### src/rtl/karatsuba_mult_seq.sv
// Sequential unsigned Karatsuba multiplier: three half-width partial products computed one per
// cycle on a single shared (H+1)x(H+1) multiplier, then recombined, with valid/ready on both sides.
module karatsuba_mult_seq #(
  parameter int unsigned WIDTH = 16
) (
  input  logic                 clk,
  input  logic                 rst,
  input  logic                 in_valid,
  output logic                 in_ready,
  input  logic [WIDTH-1:0]     inx,
  input  logic [WIDTH-1:0]     iny,
  output logic                 out_valid,
  input  logic                 out_ready,
  output logic [2*WIDTH-1:0]   out
);

  localparam int unsigned H = WIDTH / 2;

  if ((WIDTH < 4) || ((WIDTH % 2) != 0)) begin : g_width_check
    $error("karatsuba_mult_seq: WIDTH must be even and >= 4");
  end

  localparam logic [2:0] StIdle    = 3'd0;
  localparam logic [2:0] StMulHi   = 3'd1;
  localparam logic [2:0] StMulLo   = 3'd2;
  localparam logic [2:0] StMulMid  = 3'd3;
  localparam logic [2:0] StCombine = 3'd4;
  localparam logic [2:0] StDone    = 3'd5;

  logic [2:0]         state_q, state_d;
  logic [WIDTH-1:0]   x_q, y_q;
  logic [2*H-1:0]     z2_q, z0_q;
  logic [2*H+1:0]     zm_q;
  logic [2*WIDTH-1:0] out_q;
  logic               out_valid_q;

  logic [H-1:0]       xh, xl, yh, yl;
  logic [H:0]         mul_a, mul_b;
  logic [2*H+1:0]     mul_p;
  logic [2*H+1:0]     z1;
  logic [2*WIDTH-1:0] combined;

  assign xh = x_q[WIDTH-1:H];
  assign xl = x_q[H-1:0];
  assign yh = y_q[WIDTH-1:H];
  assign yl = y_q[H-1:0];

  // Shared multiplier; operands chosen by state. Half sums keep their carry bit.
  always_comb begin
    mul_a = '0;
    mul_b = '0;
    case (state_q)
      StMulHi: begin
        mul_a = {1'b0, xh};
        mul_b = {1'b0, yh};
      end
      StMulLo: begin
        mul_a = {1'b0, xl};
        mul_b = {1'b0, yl};
      end
      StMulMid: begin
        mul_a = {1'b0, xh} + {1'b0, xl};
        mul_b = {1'b0, yh} + {1'b0, yl};
      end
      default: ;
    endcase
  end

  assign mul_p = {{(H + 1){1'b0}}, mul_a} * {{(H + 1){1'b0}}, mul_b};

  // z2 and z0 occupy disjoint bit ranges, so concatenation stands in for the first addition.
  assign z1       = zm_q - {2'b00, z2_q} - {2'b00, z0_q};
  assign combined = {z2_q, z0_q} + ({{(2 * WIDTH - 2 * H - 2){1'b0}}, z1} << H);

  always_comb begin
    state_d = state_q;
    case (state_q)
      StIdle:    if (in_valid) state_d = StMulHi;
      StMulHi:   state_d = StMulLo;
      StMulLo:   state_d = StMulMid;
      StMulMid:  state_d = StCombine;
      StCombine: state_d = StDone;
      StDone:    if (out_ready) state_d = StIdle;
      default:   state_d = StIdle;
    endcase
  end

  always_ff @(posedge clk or posedge rst) begin
    if (rst) begin
      state_q     <= StIdle;
      x_q         <= '0;
      y_q         <= '0;
      z2_q        <= '0;
      z0_q        <= '0;
      zm_q        <= '0;
      out_q       <= '0;
      out_valid_q <= 1'b0;
    end else begin
      state_q <= state_d;
      case (state_q)
        StIdle: begin
          if (in_valid) begin
            x_q <= inx;
            y_q <= iny;
          end
        end
        StMulHi:   z2_q <= mul_p[2*H-1:0];
        StMulLo:   z0_q <= mul_p[2*H-1:0];
        StMulMid:  zm_q <= mul_p;
        StCombine: begin
          out_q       <= combined;
          out_valid_q <= 1'b1;
        end
        StDone:    if (out_ready) out_valid_q <= 1'b0;
        default: ;
      endcase
    end
  end

  assign in_ready  = (state_q == StIdle) && !rst;
  assign out_valid = out_valid_q;
  assign out       = out_q;

endmodule

### config.mk
export PLATFORM = sky130hd
export DESIGN_NAME = karatsuba_mult_seq
export DESIGN_NICKNAME = d
export VERILOG_FILES = /design/src/rtl/karatsuba_mult_seq.sv
export SDC_FILE = /design/constraint.sdc
export NUM_CORES = 1
export LEC_CHECK = 0
export ABC_AREA = 1
export CAP_MARGIN = 20
export CORE_UTILIZATION = 60
export DETAILED_ROUTE_END_ITERATION = 8
export DONT_BUFFER_PORTS = 1
export GPL_ROUTABILITY_DRIVEN = 1
export GPL_TIMING_DRIVEN = 0
export PLACE_DENSITY = 0.79
export RECOVER_POWER = 100
export SLEW_MARGIN = 20
export SYNTH_ARGS = -nofsm -noshare
export SYNTH_HDL_FRONTEND = slang
export SYNTH_SLANG_ARGS = --single-unit
### constraint.sdc
create_clock -name clk -period 5.1 [get_ports clk]
set_input_delay 0.765 -clock clk [delete_from_list [all_inputs] [get_ports clk]]
set_output_delay 0.765 -clock clk [all_outputs]
set_load 0.005 [all_outputs]
After elaboration in Yosys (flattened, before gate mapping)

Cells that the tools add are included.

Output and inout bits: 34
Flip-flop bits (word level): 118

Equal/unequal tests: 7
Add/subtract/negate cells: 5
Reductions and logical operators: 7
Multiply operators: 1
Multiplexer cells: 7

Operator list:

| cell                                                 | count |
|---|---|
| one-hot mux 9 bit (3 select lines)                   | 2 |
| subtractor 18 x 16 -> 18 bit                         | 2 |
| adder 32 x 26 -> 32 bit                              | 1 |
| adder 8 x 8 -> 9 bit                                 | 2 |
| multiplier 9 x 9 -> 18 bit                           | 1 |
| one-hot mux 3 bit (6 select lines)                   | 1 |
| equality test 3 x 2 -> 1 bit (second input constant) | 2 |
| equality test 3 bit (second input constant)          | 2 |
| two-way mux 3 bit                                    | 2 |
| AND reduction 2 bit                                  | 3 |
| != test 2 bit (second input constant)                | 2 |
| equality test 3 x 1 -> 1 bit (second input constant) | 1 |
| zero test 3 bit                                      | 1 |
| one-hot mux 1 bit (2 select lines)                   | 1 |
| nonzero test 2 bit                                   | 1 |
| logical AND 1 bit                                    | 1 |
| zero test 1 bit                                      | 1 |
| two-way mux 1 bit                                    | 1 |

Depth between registers and ports, before layout

Gate-level depths: netlist (run 1).

Depth in word-level cells: 3
Mapped depth: 28
Mapped depth without buffers: 28

Least setup slack after synthesis (run 1)

Ideal clock, no wire load.

Path kind: reg2reg
Start: reg y_q[0]
End: reg z2_q[12]
Slack: 0.207 ns
Cell stages (with the launch flop): 23
Required time: 4.973 ns
Buffers on the path: 0
Data arrival time: 4.765 ns
Clock period less this slack: 4.893 ns
Path through: dfrtp_1 ha_1 fa_1 nand2_1 nor3b_1 a21oi_1 nand2_2 nand2_1 fa_1 inv_1 fa_1 inv_1 fa_1 fa_1 inv_1 ha_1 nand2_1 o21ai_0 nand3_1 nand2_1 nand2_1 nand3_1 o21ai_0

Longest elaborated chain between the ends: 3

RTL lines:

| item                                   | RTL line | source |
|---|---|---|
| from (decl)                            | 31       | `logic [WIDTH-1:0] x_q, y_q;` |
| from (signal assigned)                 | 104      | `y_q <= iny;` |
| adder 8 x 8 -> 9 bit                   | 63       | `mul_b = {1'b0, yh} + {1'b0, yl};` |
| one-hot mux 9 bit (3 select lines) (*) | 52       | `case (state_q)` |
| multiplier 9 x 9 -> 18 bit (*)         | 69       | `assign mul_p = {{(H + 1){1'b0}}, mul_a} * {{(H + 1){1'b0}}, mul_b};` |
| to (signal assigned)                   | 107      | `StMulHi: z2_q <= mul_p[2*H-1:0];` |
| to (decl)                              | 32       | `logic [2*H-1:0] z2_q, z0_q;` |

Mark *: on every way between the ends. The rest lies on a longest branch, timed or not.
A chain may end at the register's enable or synchronous reset.

Worst setup path in the final report (run 1)

Start: reg x_q[8]
End: reg z0_q[14]

Longest elaborated chain between the ends: 3

RTL lines:

| item                                   | RTL line | source |
|---|---|---|
| from (decl)                            | 31       |  |
| from (signal assigned)                 | 103      | `x_q <= inx;` |
| adder 8 x 8 -> 9 bit                   | 62       | `mul_a = {1'b0, xh} + {1'b0, xl};` |
| one-hot mux 9 bit (3 select lines) (*) | 52       |  |
| multiplier 9 x 9 -> 18 bit (*)         | 69       |  |
| to (signal assigned)                   | 108      | `StMulLo: z0_q <= mul_p[2*H-1:0];` |
| to (decl)                              | 32       |  |

Marked as above.

==> results of run 1 <==
[what timing repair did]
item | 4_1_cts | 5_1_grt
setup buffers | 18 | 23
resized for setup | 45 | 154
pin swaps | 21 | 84
hold buffers | 0 | 0
endpoints found under the setup margin | 26 | 29
[stage by stage]
step | setup TNS (ns) | std cells
floorplan | 0 | 1461
global placement | -6.93 | 1686
detailed placement | -8.45 | 1687
CTS | 0 | 1737
global route | -1.96 | 1760
finish | 0 | 1760
[synthesized netlist by cell type, types with 6 or more instances]
master / count / area share [%]
a21oi_1: 73 / 3.4
a22o_1: 6 / 0.49
buf_2: 12 / 0.55
clkbuf_1: 10 / 0.35
dfrtp_1: 118 / 27
fa_1: 69 / 13
ha_1: 89 / 10
inv_1: 256 / 8.9
inv_2: 14 / 0.49
mux2_2: 23 / 2.4
nand2_1: 424 / 15
nand2_2: 10 / 0.58
nand3_1: 96 / 4.4
nand3b_1: 11 / 0.76
nand4_1: 20 / 1.2
nor2_1: 87 / 3.0
nor3_1: 6 / 0.28
o21ai_0: 67 / 3.1
or2_2: 6 / 0.35
xnor2_1: 8 / 0.65
xor2_1: 14 / 1.1
[metal layers]
metal  vias up  global-route usage, %  share of wire (%)
li1       4734                      -                  -
met1      4791                   38.7                 39
met2       368                   59.3                 51
met3        96                   4.92                5.0
met4         0                   14.8                4.6
met5         -                      0                  0
[critical path: stages, from the launching register on]
cell and delay [ns]:
dfrtp_1 0.40, ha_4 0.16, fa_2 0.25, nand3_2 0.09, nand2_2 0.09, nand4_1 0.10
o211ai_1 0.19, nand2_2 0.21, inv_2 0.13, nand2_2 0.07, fa_1 0.55, inv_2 0.05
fa_1 0.46, fa_1 0.56, inv_2 0.04, fa_1 0.51, inv_2 0.05, ha_4 0.32
nand2_4 0.09, nor2_4 0.08, nand3b_1 0.15, nand4_1 0.19, nand3_1 0.12, o21ai_1 0.10
[flip-flops by register name (all words and copies together), names as in the netlist]
name / count
state_q: 3
zm_q: 18
y_q: 16
out_valid: 1
x_q: 16
z2_q: 16
out: 32
z0_q: 16
[final cells by class]
class | count | share of cell area [%]
Multi-Input combinational cell | 1046 | 58.2
Sequential cell | 118 | 23.1
Inverter | 271 | 8.03
Clock buffer | 17 | 3.32
Timing Repair Buffer | 42 | 2.62
Tap cell | 225 | 2.20
Clock inverter | 15 | 1.42
Buffer | 26 | 1.09
[worst max path at each step]
stage	cells past startpoint	end	slack, ns	from
floorplan	22	z2_q[12]	0.21	y_q[0]
global placement	21	zm_q[10]	-0.48	x_q[4]
detailed placement	21	zm_q[10]	-0.56	x_q[4]
CTS	23	z0_q[14]	0.0007	y_q[0]
global route	24	zm_q[16]	-0.16	x_q[8]
finish	23	z0_q[14]	0.04	x_q[8]
[cells by family after synthesis]
family | after synthesis | share of synthesized area [%]
adder cells (fa/ha/maj) | 158 | 23.0
flip-flops | 118 | 27.3
multiplexers | 23 | 2.39
AND/OR/NAND/NOR | 675 | 26.5
AO/OA/AOI/OAI | 168 | 8.39
XOR/XNOR | 22 | 1.78
buffers and inverters | 297 | 10.7
==> results.toml, run 1 <==
[sta]
setup_viol = 0
holdWs_ns = 0.487
hold_viol = 0
max_freq_ghz = 0.198
fin_crit_ns = 5.06
worst_pin_slew_ns = 2.38
slew-limit-headroom_pct = -59.4
fin_ws_ns = 0.0449
finalClockSkew_ns = 0.0117
rsz0062_at_grt = "true"
fin_crit_sh_pct = 99.1
maxSlewViolCount = 121

[worst_setup_path]
end_kind = "flip-flop"
crit_arrival_ns = 5.39
r2r_start = "x_q[8]"
r2r_slack_ns = 0.04
cp-start-kind = "flip-flop"
ff2ff_path_depth = 23
crit_fanout = 5
r2r_end = "z0_q[14]"
worstSetupPathType = "flip-flop to flip-flop"
cp.required_ns = 5.44

[status]
violations = "capacitance limit, slew limit"
status = "finished, violations left"

[placement]
gp_congestion = 0.951
io_buffers = 0
post-place-ws_ns = -0.556
postPlaceCellArea_sq_um = 11100
dp_hpwl_mm = 22.9

[detailed_routing]
vias = 9989
vias_per_cell = 5.68
drt_pre_antenna_iters = 5
drc = 0
wire_per_inst_um = 17.6
drt_iter0_markers = 614
drtAntennaViolNets = 0
routed_wl_mm = 31.0

[synthesis]
syn_nets = 1655
synth-main-ff-cell = "dfrtp_1"
yosysUniqueCellTypes = 45
synthCells = 1461
synth-seq-cells = 118
async_flop_share_pct = 100
ys_seq_area_share_pct = 27.3
yosysWarnings = 0
synth-edff-count = 0
netlist_area_sq_um = 10800
avgSynthCellArea_sq_um = 7.41

[final_layout]
areaGrowthSynthToFinish_pct = 18.2
n_fill_cell = 1310
num-nets-final = 1716
final_common_cell = "nand2_1"
mostFrequentLayoutCells = "394 x nand2_1, 239 x inv_1, 114 x dfrtp_1, 80 x nand3_1, 74 x nor2_1"
final_cell_area_sq_um = 12800
final_layout_size_suffix_gt1_share_pct = 18.7
num_antenna_cells = 0
utilization_pct = 73.3
multiInputGateArea_sq_um = 7460
seq_area_sq_um = 2960

[global_routing]
grt_pass1_wl_mm = 46.6
gr-total-overflow = 0
track_usage_pct = 33.0
antenna_found_initial = 0
grt_max_degree = 65
grt_pass1_vias = 9407

[floorplan]
pin_count = 70
die_height_um = 136
die-area_sq_um = 18600
fp.coreArea_sq_um = 17500
die_x_um = 136
rows = 48
start_util_pct = 62.0

[clock_tree]
clkSlewWorstSetupHoldPaths_ns = 0.07
cts_sinks = 118
htreeDepth = 4
max-clock-path-buffers = 2
cts_root_buffer = "clkbuf_16"
cts_buffers = 17
cts_tree = "built"
clock_latency_ns = 0.42

[worst_hold_path]
whs_path_depth = 1
hp-class = "primary input to flip-flop"
hold_end = "y_q[2]"
hp-start = "iny[2]"

[flow_run]
cap_violations = 2
Power of run 1 is not shown: default switching activity piles up to over one toggle a cycle in this logic, so the estimate is an artifact.
==> run 2, diff against run 1 <==
--- a/config.mk
+++ b/config.mk
@@ -8,6 +8,7 @@
 export ABC_AREA = 1
 export CAP_MARGIN = 20
 export CORE_UTILIZATION = 60
+export CTS_BUF_LIST = sky130_fd_sc_hd__clkbuf_8
 export DETAILED_ROUTE_END_ITERATION = 8
 export DONT_BUFFER_PORTS = 1
 export GPL_ROUTABILITY_DRIVEN = 1
==> run 2 against run 1 <==
  * Non-clock buffer count grew 9
  * Setup slack got worse by 0.073 ns
  * Critical path type unchanged
  * Final cell count is 0.51% higher
  * Critical endpoint is now z2_q[10]
  * Highest routed layer is now met5
  * Clock skew increased by 0.0048 ns
  * Largest cell class unchanged
  * Core utilization is 0.29 points lower
  * Critical path depth decreased by 1
  * Wire length fell by 0.32%
  * Clock-buffer cell count stayed put
  * The flow finishes with violations (capacitance limit, slew limit, setup timing)
==> results.toml, run 2 (synthesis gave the netlist of run 1 again) <==
[sta]
hold_viol = 0
finalClockSkew_ns = 0.0164
fin_crit_sh_pct = 101
fin_crit_ns = 5.13
holdWs_ns = 0.460
worst_pin_slew_ns = 2.36
rsz0062_at_grt = "true"
maxSlewViolCount = 121
slew-limit-headroom_pct = -58.4
max_freq_ghz = 0.195
setup_viol = 8
fin_tns_setup_ns = -0.164
fin_ws_ns = -0.0280

[floorplan]
rows = 48
die_height_um = 136
pin_count = 70
die-area_sq_um = 18600
start_util_pct = 62.0
fp.coreArea_sq_um = 17500
die_x_um = 136

[worst_setup_path]
crit_fanout = 5
worstSetupPathType = "flip-flop to flip-flop"
r2r_slack_ns = -0.03
crit_arrival_ns = 5.46
end_kind = "flip-flop"
cp.required_ns = 5.43
cp-start-kind = "flip-flop"

[worst_hold_path]
hp-class = "primary input to flip-flop"

[status]
violations = "capacitance limit, slew limit, setup timing"
status = "finished, violations left"

[detailed_routing]
routed_wl_mm = 30.9
drt_pre_antenna_iters = 5
vias = 9959
drtAntennaViolNets = 0
top_layer = "met5"
wire_per_inst_um = 17.4
dr_wl_met3_mm = 1.59
vias_per_cell = 5.63
wl_met2_mm = 15.8
drt_iter0_markers = 693
drc = 0
m1WireLength_mm = 12.0

[clock_tree]
htreeDepth = 4
max-clock-path-buffers = 2
cts_sinks = 118
cts_tree = "built"
clkSlewWorstSetupHoldPaths_ns = 0.09
cts_root_buffer = "clkbuf_8"
cts_hold_repair.buffers = 0
cts_buffers = 17
clock_latency_ns = 0.45

[final_layout]
final_layout_size_suffix_gt1_share_pct = 19.9
utilization_pct = 73.0
num-nets-final = 1725
seq_area_sq_um = 2960
n_fill_cell = 1327
multiInputGateArea_sq_um = 7530
final_common_cell = "nand2_1"
num_antenna_cells = 0
areaGrowthSynthToFinish_pct = 17.8
largest_reg_flops = 32
mostFrequentLayoutCells = "390 x nand2_1, 235 x inv_1, 114 x dfrtp_1, 77 x nand3_1, 75 x nor2_1"

[global_routing]
grt_pass1_wl_mm = 46.5
gr-total-overflow = 0
antenna_found_initial = 1
track_usage_pct = 33.0
grt_max_degree = 65
grt_pass1_vias = 9421

[placement]
post-place-ws_ns = -0.556
dp_hpwl_mm = 22.9
gp_congestion = 0.951
io_buffers = 0

[flow_run]
cap_violations = 2
[run 2: cell types whose count changed in the layout (fill, tap and decap cells not counted), moves of 3 or more]
cell and delta:
nand2_1 -4, inv_2 +4, nand3_2 +3, nand3_1 -3, inv_1 -4, clkbuf_16 -17
clkbuf_8 +17, nand2_2 +4, buf_4 +10
[run 2: layout make-up]
type | instances | share of cell area (%)
well taps | 225 | 2.21
plain buffers | 26 | 1.09
inverters | 271 | 8.08
repair buffers | 51 | 3.16
multi-input cells | 1046 | 59.0
clock inverters | 15 | 1.42
clock buffers | 17 | 1.83
flip-flops and latches | 118 | 23.2
[run 2: metrics by stage]
step / instances / cell area (sq um)
after floorplan: 1461 / 10800
after global placement: 1686 / 11100
after detailed placement: 1687 / 11100
after CTS: 1739 / 12000
after global routing: 1769 / 12800
final: 1769 / 12800
[run 2: worst max-delay path: stages (launching register included)]
cell,delay (ns)
dfrtp_1,0.42
ha_4,0.27
buf_4,0.14
a21oi_4,0.15
o21a_1,0.17
nand2_1,0.06
nand2_1,0.10
nand3_4,0.16
nand2_4,0.13
nand2_1,0.07
fa_1,0.52
inv_1,0.05
fa_1,0.49
inv_2,0.04
fa_1,0.52
fa_1,0.59
inv_2,0.06
ha_4,0.26
a21oi_4,0.20
o21ai_4,0.11
a21oi_2,0.19
xor2_2,0.21
o21ai_0,0.10
[run 2: timing repair]
item / CTS / global route
hold endpoints to repair: 0 / 0
gates resized for setup: 52 / 162
buffers inserted: 20 / 30
gates cloned: 0 / 0
setup endpoints to repair: 26 / 29
pin swaps: 23 / 92
[run 2: routing by layer]
layer  vias to the layer above  track usage, %
met2                       347            59.0
met1                      4788            38.8
met4                         2            14.7
li1                       4734               -
met3                        88            5.29
met5                         -               0
[run 2: final timing paths]
check                        start         end  cells after the start
setup / recovery           x_q[12]    z2_q[10]                     22
hold / removal              iny[2]      y_q[2]                      1
setup reg to reg           x_q[12]    z2_q[10]                     22
hold reg to reg            out[25]     out[25]                      2
max in group asynchronous      rst     y_q[10]                      2
min in group asynchronous      rst  state_q[0]                      1
Power of run 2 is left out for the same reason.
